**src/rtl/cpu_pkg.sv**
```systemverilog
// cpu_pkg: shared state encodings, stall default and pipeline NOP control word.
package cpu_pkg;
  typedef enum logic {HZ_RUN = 1'b0, HZ_DSTALL = 1'b1} hz_state_t;
  localparam int STALL_CYC_DEF = 2;
  typedef struct packed {
    logic rw;
    logic mw;
    logic br;
  } ctrl_t;
  localparam ctrl_t NOP_CTRL = '0;
endpackage

```
**src/rtl/pipe_hazard_ctrl_if.sv**
```systemverilog
// pipe_hazard_ctrl_if: hazard/status inputs and pipeline control outputs of the hazard controller.
interface pipe_hazard_ctrl_if;
  logic ha, hb, ma, mb, ex_is_load, br_taken, mem_wait;
  logic pc_en, ifdof_en, dofex_en, exwb_en, bubble, flush, fwd_a, fwd_b;
  logic [15:0] stall_cnt;
  modport master (
    output ha, hb, ma, mb, ex_is_load, br_taken, mem_wait,
    input  pc_en, ifdof_en, dofex_en, exwb_en, bubble, flush, fwd_a, fwd_b, stall_cnt
  );
  modport slave (
    input  ha, hb, ma, mb, ex_is_load, br_taken, mem_wait,
    output pc_en, ifdof_en, dofex_en, exwb_en, bubble, flush, fwd_a, fwd_b, stall_cnt
  );
endinterface

```
**src/rtl/pipe_hazard_ctrl_sat_counter16.sv**
```systemverilog
// sat_counter16: 16-bit counter with enable and sync active-low clear, sticks at all ones.
module sat_counter16 (
  input  logic        clk,
  input  logic        clr_n,
  input  logic        en,
  output logic [15:0] q
);
  always_ff @(posedge clk) begin
    if (!clr_n) q <= '0;
    else if (en && q != 16'hFFFF) q <= q + 16'd1;
  end
endmodule

```
**src/rtl/pipe_hazard_ctrl.sv**
```systemverilog
// pipe_hazard_ctrl: pipeline stall/flush/bubble control for the 4-stage core.
// Define FORWARD_EN to bypass non-load EX->DOF hazards instead of stalling.
module pipe_hazard_ctrl
  import cpu_pkg::*;
#(
  parameter int STALL_CYC = STALL_CYC_DEF
) (
  input logic clk,
  input logic rst_n,
  pipe_hazard_ctrl_if.slave bus
);
  hz_state_t state, state_n;
  logic [1:0] cnt, cnt_n;
  logic hz_a, hz_b, dstall, act, stall, brk, run;
  always_comb begin
    hz_a = bus.ha & ~bus.ma;
    hz_b = bus.hb & ~bus.mb;
`ifdef FORWARD_EN
    dstall = (hz_a | hz_b) & bus.ex_is_load;
`else
    dstall = hz_a | hz_b;
`endif
    act = rst_n & ~bus.mem_wait;
    // DSTALL ignores br_taken: EX already holds a bubble
    stall = act & (state == HZ_DSTALL | (~bus.br_taken & dstall));
    brk = act & state == HZ_RUN & bus.br_taken;
    run = act & ~stall & ~brk;
    bus.pc_en = brk | run;
    bus.ifdof_en = brk | run;
    bus.dofex_en = brk | stall | run;
    bus.exwb_en = brk | stall | run;
    bus.bubble = ~rst_n | brk | stall;
    bus.flush = ~rst_n | brk;
`ifdef FORWARD_EN
    bus.fwd_a = run & hz_a;
    bus.fwd_b = run & hz_b;
`else
    bus.fwd_a = 1'b0;
    bus.fwd_b = 1'b0;
`endif
    state_n = !stall ? state
            : state == HZ_DSTALL ? (cnt == 2'd1 ? HZ_RUN : HZ_DSTALL)
            : (STALL_CYC > 1 ? HZ_DSTALL : HZ_RUN);
    cnt_n = !stall ? cnt : state == HZ_DSTALL ? cnt - 2'd1 : 2'(STALL_CYC - 1);
  end
  always_ff @(posedge clk) begin
    if (!rst_n) begin
      state <= HZ_RUN;
      cnt <= '0;
    end else begin
      state <= state_n;
      cnt <= cnt_n;
    end
  end
  sat_counter16 u_cnt (
    .clk  (clk),
    .clr_n(rst_n),
    .en   (stall),
    .q    (bus.stall_cnt)
  );
endmodule
```
**src/flat_wrapper.sv**
```systemverilog
// flat-port wrapper written by rule: the top's interface ports become plain ports
module pipe_hazard_ctrl_flat import cpu_pkg::*;
#(
  parameter int STALL_CYC = STALL_CYC_DEF
)
  (clk, rst_n, bus_ha, bus_hb, bus_ma, bus_mb, bus_ex_is_load, bus_br_taken, bus_mem_wait, bus_pc_en, bus_ifdof_en, bus_dofex_en, bus_exwb_en, bus_bubble, bus_flush, bus_fwd_a, bus_fwd_b, bus_stall_cnt);
  pipe_hazard_ctrl_if bus_i ();
  input logic clk;
  input logic rst_n;
  input wire logic [$bits(bus_i.ha)-1:0] bus_ha;
  input wire logic [$bits(bus_i.hb)-1:0] bus_hb;
  input wire logic [$bits(bus_i.ma)-1:0] bus_ma;
  input wire logic [$bits(bus_i.mb)-1:0] bus_mb;
  input wire logic [$bits(bus_i.ex_is_load)-1:0] bus_ex_is_load;
  input wire logic [$bits(bus_i.br_taken)-1:0] bus_br_taken;
  input wire logic [$bits(bus_i.mem_wait)-1:0] bus_mem_wait;
  output wire logic [$bits(bus_i.pc_en)-1:0] bus_pc_en;
  output wire logic [$bits(bus_i.ifdof_en)-1:0] bus_ifdof_en;
  output wire logic [$bits(bus_i.dofex_en)-1:0] bus_dofex_en;
  output wire logic [$bits(bus_i.exwb_en)-1:0] bus_exwb_en;
  output wire logic [$bits(bus_i.bubble)-1:0] bus_bubble;
  output wire logic [$bits(bus_i.flush)-1:0] bus_flush;
  output wire logic [$bits(bus_i.fwd_a)-1:0] bus_fwd_a;
  output wire logic [$bits(bus_i.fwd_b)-1:0] bus_fwd_b;
  output wire logic [$bits(bus_i.stall_cnt)-1:0] bus_stall_cnt;
  assign bus_i.ha = bus_ha;
  assign bus_i.hb = bus_hb;
  assign bus_i.ma = bus_ma;
  assign bus_i.mb = bus_mb;
  assign bus_i.ex_is_load = bus_ex_is_load;
  assign bus_i.br_taken = bus_br_taken;
  assign bus_i.mem_wait = bus_mem_wait;
  assign bus_pc_en = bus_i.pc_en;
  assign bus_ifdof_en = bus_i.ifdof_en;
  assign bus_dofex_en = bus_i.dofex_en;
  assign bus_exwb_en = bus_i.exwb_en;
  assign bus_bubble = bus_i.bubble;
  assign bus_flush = bus_i.flush;
  assign bus_fwd_a = bus_i.fwd_a;
  assign bus_fwd_b = bus_i.fwd_b;
  assign bus_stall_cnt = bus_i.stall_cnt;
  pipe_hazard_ctrl #(.STALL_CYC(STALL_CYC)) u_core (.clk(clk), .rst_n(rst_n), .bus(bus_i));
endmodule
```
**config.mk**
```make
export PLATFORM = sky130hd
export DESIGN_NAME = pipe_hazard_ctrl_flat
export DESIGN_NICKNAME = d
export VERILOG_FILES = /design/src/rtl/cpu_pkg.sv /design/src/rtl/pipe_hazard_ctrl_if.sv /design/src/rtl/pipe_hazard_ctrl_sat_counter16.sv /design/src/rtl/pipe_hazard_ctrl.sv /design/src/flat_wrapper.sv
export SDC_FILE = /design/constraint.sdc
export NUM_CORES = 1
export LEC_CHECK = 0
export CAP_MARGIN = 25
export CORE_MARGIN = 5
export CORE_UTILIZATION = 35
export DETAILED_ROUTE_END_ITERATION = 8
export GPL_TIMING_DRIVEN = 0
export PLACE_DENSITY = 0.75
export RECOVER_POWER = 25
export SYNTH_ARGS = -nofsm -noshare
export SYNTH_HDL_FRONTEND = slang
export SYNTH_SLANG_ARGS = --single-unit
```
**constraint.sdc**
```tcl
create_clock -name clk -period 3.4 [get_ports clk]
set_input_delay 0.51 -clock clk [delete_from_list [all_inputs] [get_ports clk]]
set_output_delay 0.51 -clock clk [all_outputs]
set_load 0.02 [all_outputs]
```
; ---- After elaboration in Yosys (flattened, before gate mapping)
; Index checks and enable logic that the tools add are counted.
[word_totals]
reg_bits = 19
inputBits = 9
wordCells = 35
[classes]
addsub = 2
n_eq_ne = 2
mux = 3
n_bitwise = 24
reduce_logical = 1
[op_table]
columns = cell, n
row1 = "16-bit by 1-bit adder with 16-bit output, second input constant", 1
row2 = "16-bit != test, second input constant", 1
row3 = 1-bit bitwise AND, 9
row4 = 1-bit inverter, 8
row5 = 1-bit OR, 7
row6 = "2-bit by 1-bit equality test with 1-bit output, second input constant", 1
row7 = 1-bit 2-to-1 mux, 2
row8 = 2-bit 2-to-1 mux, 1
row9 = "2-bit by 1-bit subtractor with 2-bit output, second input constant", 1
row10 = 1-bit logical AND, 1

; ---- Longest topological paths before layout
[depth]
ltp_word = 10
depth_mapped = 7
ltp_nobuf = 6

; ---- Hierarchy
; A second synthesis with hierarchy kept.
[unflattened]
cells_unflattened = 134
hier_area_um2 = 1104.8
[modules_own_cells]
columns = module, n_inst, cells_per_inst, area_per_inst_um2, seq_area_each_um2
row1 = sat_counter16, 1, 97, 837.1, 320.3
row2 = pipe_hazard_ctrl, 1, 37, 267.8, 60.1

; ---- Worst setup path before layout
; OpenSTA, ideal clock, no wires.
[synth_path]
path_type = in2out
start = in rst_n
end = out bus_pc_en
arrival_time_ns = 1.784
required_ns = 2.890
setup_slack_ns = 1.106
stages = 4
path_buffers = 2
path_cell_list = inv_1 clkbuf_1 nor4_1 buf_4
[synth_between]
elab_chain_len = 6
word_cells_on_any_way = 9
[synth_lines]
columns = element, line_no
row1 = from (decl), flat_wrapper.sv:9  ; input logic rst_n;
row2 = 1-bit bitwise AND *, pipe_hazard_ctrl.sv:23  ; act = rst_n & ~bus.mem_wait;
row3 = 1-bit bitwise AND (on tied branches), "pipe_hazard_ctrl.sv:25, pipe_hazard_ctrl.sv:26"
row4 = 1-bit inverter / 1-bit bitwise AND (equally long branches), "pipe_hazard_ctrl.sv:27, pipe_hazard_ctrl.sv:26"
row5 = 1-bit bitwise AND / 1-bit inverter (equally long branches), pipe_hazard_ctrl.sv:27  ; run = act & ~stall & ~brk;
row6 = 1-bit bitwise AND, pipe_hazard_ctrl.sv:27
row7 = 1-bit OR *, -
row8 = to (decl), flat_wrapper.sv:17  ; output wire logic [$bits(bus_i.pc_en)-1:0] bus_pc_en;
; Mark *: on every way between the ends. The rest lies on a longest branch, timed or not.

; ---- Worst setup path after layout
[layout_path]
start = in rst_n
end = out bus_pc_en
[layout_between]
elab_chain_len = 6
word_cells_on_any_way = 9
[layout_lines]
columns = element, line_no
row1 = 1-bit bitwise AND *, pipe_hazard_ctrl.sv:23
row2 = 1-bit bitwise AND (on tied branches), "pipe_hazard_ctrl.sv:25, pipe_hazard_ctrl.sv:26"
row3 = 1-bit inverter / 1-bit bitwise AND (equally long branches), "pipe_hazard_ctrl.sv:27, pipe_hazard_ctrl.sv:26"
row4 = 1-bit bitwise AND / 1-bit inverter (equally long branches), pipe_hazard_ctrl.sv:27
row5 = 1-bit bitwise AND, pipe_hazard_ctrl.sv:27
row6 = 1-bit OR *, pipe_hazard_ctrl.sv:28  ; bus.pc_en = brk | run;
; Marks and branches as above.

==> results.py <==
metrics = {
    "run_status": {
        "status": "finished, final reports clean",
    },
    "synth": {
        "synth_compound_area_share_pct": 25.8,
        "yosysWarnings": 0,
        "synth_fa_ha_area_share_pct": 2.42,
        "synth_commonest_cells": "dfxtp_1, nand2_1, nand3_1",
        "synth_top_family_by_area": "compound AO/OA/AOI/OAI gates",
        "synth-seq-area-share_pct": 36.7,
        "netlist_area_sq_um": 1040,
        "syn_avg_cell_area_sq_um": 8.71,
        "synth_cells": 119,
        "synth_ff_type": "dfxtp_1",
        "synth_edf_count": 0,
        "synthDistinctLibCells": 36,
        "synth_largest_area_cell": "dfxtp_1",
        "synth-xor-area-share_pct": 0.845,
        "synth_seq_cells": 19,
        "synthMuxAreaShare_pct": 2.90,
        "yosys.area_share.simple_pct": 24.4,
        "ys_top_cells_by_area": "dfxtp_1, o211ai_1, o31ai_1",
        "synth_most_common_cell": "dfxtp_1",
        "async_flop_share_pct": 0,
        "synth_top_area_share_pct": 36.7,
    },
    "clock_tree": {
        "cts_max_path_buffers": 2,
        "cts_resized": 0,
        "post_cts_buffers": 0,
        "clock-root-buffer": "clkbuf_4",
        "clkTransAtPathRegs_ns": 0.10,
        "clkLatencyLatePin_ns": 0.30,
        "cts_sinks": 19,
        "cts_tree": "built",
        "htree_levels": 1,
        "cts.hold.buffers_added": 0,
        "cts_buffers": 3,
    },
    "hold_path": {
        "worstHoldStart": "u_core.cnt[1]",
        "hold_class": "reg -> reg",
        "holdPathEnd": "u_core.cnt[1]",
        "hold_path_depth": 2,
    },
    "placement": {
        "pre_cts_ws_ns": 0.267,
        "hpwl_um": 1970,
        "postPlaceCellArea_sq_um": 1370,
        "gp_congestion": 0.768,
        "numPortBuffers": 29,
    },
    "critical_path": {
        "critPathMaxFanout": 10,
        "timing.rr.end": "u_core.u_cnt.q[1]",
        "crit_family": "buffers and inverters",
        "slowest_stage": "clkdlybuf4s50_1",
        "path_cells": "clkdlybuf4s50_1 -> inv_1 -> clkbuf_1 -> nor4_1 -> buf_4 -> clkdlybuf4s50_1",
        "cp_slowest_stage_delay_ns": 0.60,
        "crit_type": "in -> out",
        "rr_worst_depth": 7,
        "endpoint_kind": "primary output",
        "worstPathArrival_ns": 2.63,
        "critical_path_cell_count": 6,
        "r2r-start": "u_core.u_cnt.q[0]",
        "path_common_cell": "clkdlybuf4s50_1",
        "setup.worst_path.start_class": "input pin",
        "cp.required_ns": 2.89,
        "ff2ff_setup_slack_ns": 1.41,
        "critPathBufInv": 5,
    },
    "grt": {
        "grt_antenna_before_repair": 0,
        "use_met2_pct": 22.2,
        "globalRouteOverflowTotal": 0,
        "grt_max_degree": 11,
        "grt_pass1_wl_um": 4260,
        "met3_usage_pct": 3.15,
        "track_usage_pct": 12.8,
        "grt_pass1_vias": 973,
        "gr-usage-met1_pct": 15.3,
        "busiest_layer": "met2",
    },
    "routing": {
        "viasPerCell": 5.43,
        "wl_um": 2630,
        "drc": 0,
        "vias": 999,
        "wl_per_cell_um": 14.3,
        "ant_nets": 0,
        "drt-pass1-iter-count": 4,
        "dr.first_iter.drc_count": 23,
    },
    "die": {
        "core_sq_um": 2810,
        "die_area_sq_um": 4150,
        "io_pins": 33,
        "start_util_pct": 36.9,
        "die_h_um": 64.4,
        "core.rowCount": 19,
        "die_w_um": 64.4,
    },
    "power_and_ir_drop": {
        "vdd_drop_max_mv": 0.226,
        "p_leak_nw": 0.474,
        "seqPwrFrac_pct": 56.7,
        "pwr-share-clk_pct": 28.9,
        "p_per_area_nw_per_um2": 287,
        "switchingPower_uw": 103,
        "combPwrFrac_pct": 14.4,
        "p_int_uw": 297,
        "switching_share_pct": 25.8,
    },
    "cells_and_area": {
        "nets": 165,
        "diodes": 0,
        "utilization_pct": 49.7,
        "layout-drive-gt1-share_pct": 10.5,
        "fin_area_sq_um": 1400,
        "area_growth_pct": 34.7,
    },
    "timing": {
        "setup_slack_ns": 0.259,
        "slew_viol_final": 0,
        "fin_crit_sh_pct": 92.4,
        "setup_viol": 0,
        "max-slew-margin-rel_pct": 62.4,
        "skew_ns": 0.00607,
        "timing_hold_violations_final": 0,
        "fmax_ghz": 0.318,
        "rsz0062_at_grt": "false",
        "worst_pin_slew_ns": 0.561,
        "period_needed_ns": 3.14,
        "finalSetupTns_ns": 0,
    },
    "flow_run": {
        "drv_cap": 0,
    },
}
flip-flops by register name, summed over array words and instances (netlist names):
signal	cells
u_core.state	1
u_core.cnt	2
u_core.u_cnt.q	16
logic make-up (layout without fill, tap and decap cells):
logic type	after synthesis	after routing
AND/OR/NAND/NOR	45	45
flip-flops	19	19
multiplexers	3	3
buffers and inverters	13	46
other	1	2
XOR/XNOR	1	1
AO/OA/AOI/OAI	35	35
adder cells (fa/ha/maj)	2	2
power groups by stage:
stage | Sequential [mW] | Combinational (mW) | Clock (mW)
2_1_floorplan | 0.233 | 0.0319 | 0
3_3_place_gp | 0.232 | 0.0565 | 0
3_5_place_dp | 0.232 | 0.0579 | 0
4_1_cts | 0.227 | 0.0581 | 0.120
5_1_grt | 0.228 | 0.0625 | 0.129
6_report | 0.227 | 0.0578 | 0.116
stage by stage:
stage / std cells / hold WS (ns) / total power [mW]
final: 184 / 0.460 / 0.401
after global routing: 184 / 0.481 / 0.420
after CTS: 184 / 0.459 / 0.405
after detailed placement: 180 / 0.444 / 0.290
after global placement: 180 / 0.441 / 0.288
after floorplan: 120 / 0.432 / 0.265
worst register-to-register path, stage by stage, from the launching register on:
cell and delay (ns):
dfxtp_1 0.44, ha_1 0.22, inv_1 0.09, or3_4 0.41
o221ai_4 0.22, buf_4 0.23, mux2i_1 0.20, nor2_1 0.05
area by class of cell:
type,count,area (sq um)
tap,31,38.8
clock buffer,4,26.3
fill,293,1410
multi-input combinational,88,592
timing repair buffer,29,290
buffer,8,48.8
sequential,19,380
inverter,5,18.8
cells in the final DEF (no fill, tap or decap), types with 3 or more instances in the layout:
cell type	count
clkdlybuf4s50_1	21
nand3_1	9
a21oi_1	8
inv_1	5
clkbuf_1	4
o211ai_1	7
nand2_1	11
o31ai_1	7
nor2_1	3
o21ai_0	4
dfxtp_1	19
dlygate4sd3_1	8
clkbuf_4	3
nand2b_1	5
mux2i_1	3
or3_1	3
buf_4	5
worst max path at each step:
stage | slack [ns] | startpoint | end
floorplan | 1.11 | rst_n | bus_pc_en
global placement | 0.25 | rst_n | bus_pc_en
detailed placement | 0.27 | rst_n | bus_pc_en
CTS | 0.26 | rst_n | bus_pc_en
global route | 0.14 | rst_n | bus_pc_en
finish | 0.26 | rst_n | bus_pc_en
per-layer routing:
| metal | routed length (um) | part of all wire, % | vias to the layer above |
|---|---|---|---|
| li1 | - | - | 516 |
| met1 | 1200 | 46 | 455 |
| met5 | 0 | 0 | - |
| met2 | 1280 | 49 | 24 |
| met4 | 33 | 1.3 | 0 |
| met3 | 112 | 4.3 | 4 |
Note: power is estimated with default switching activity, not from simulation.
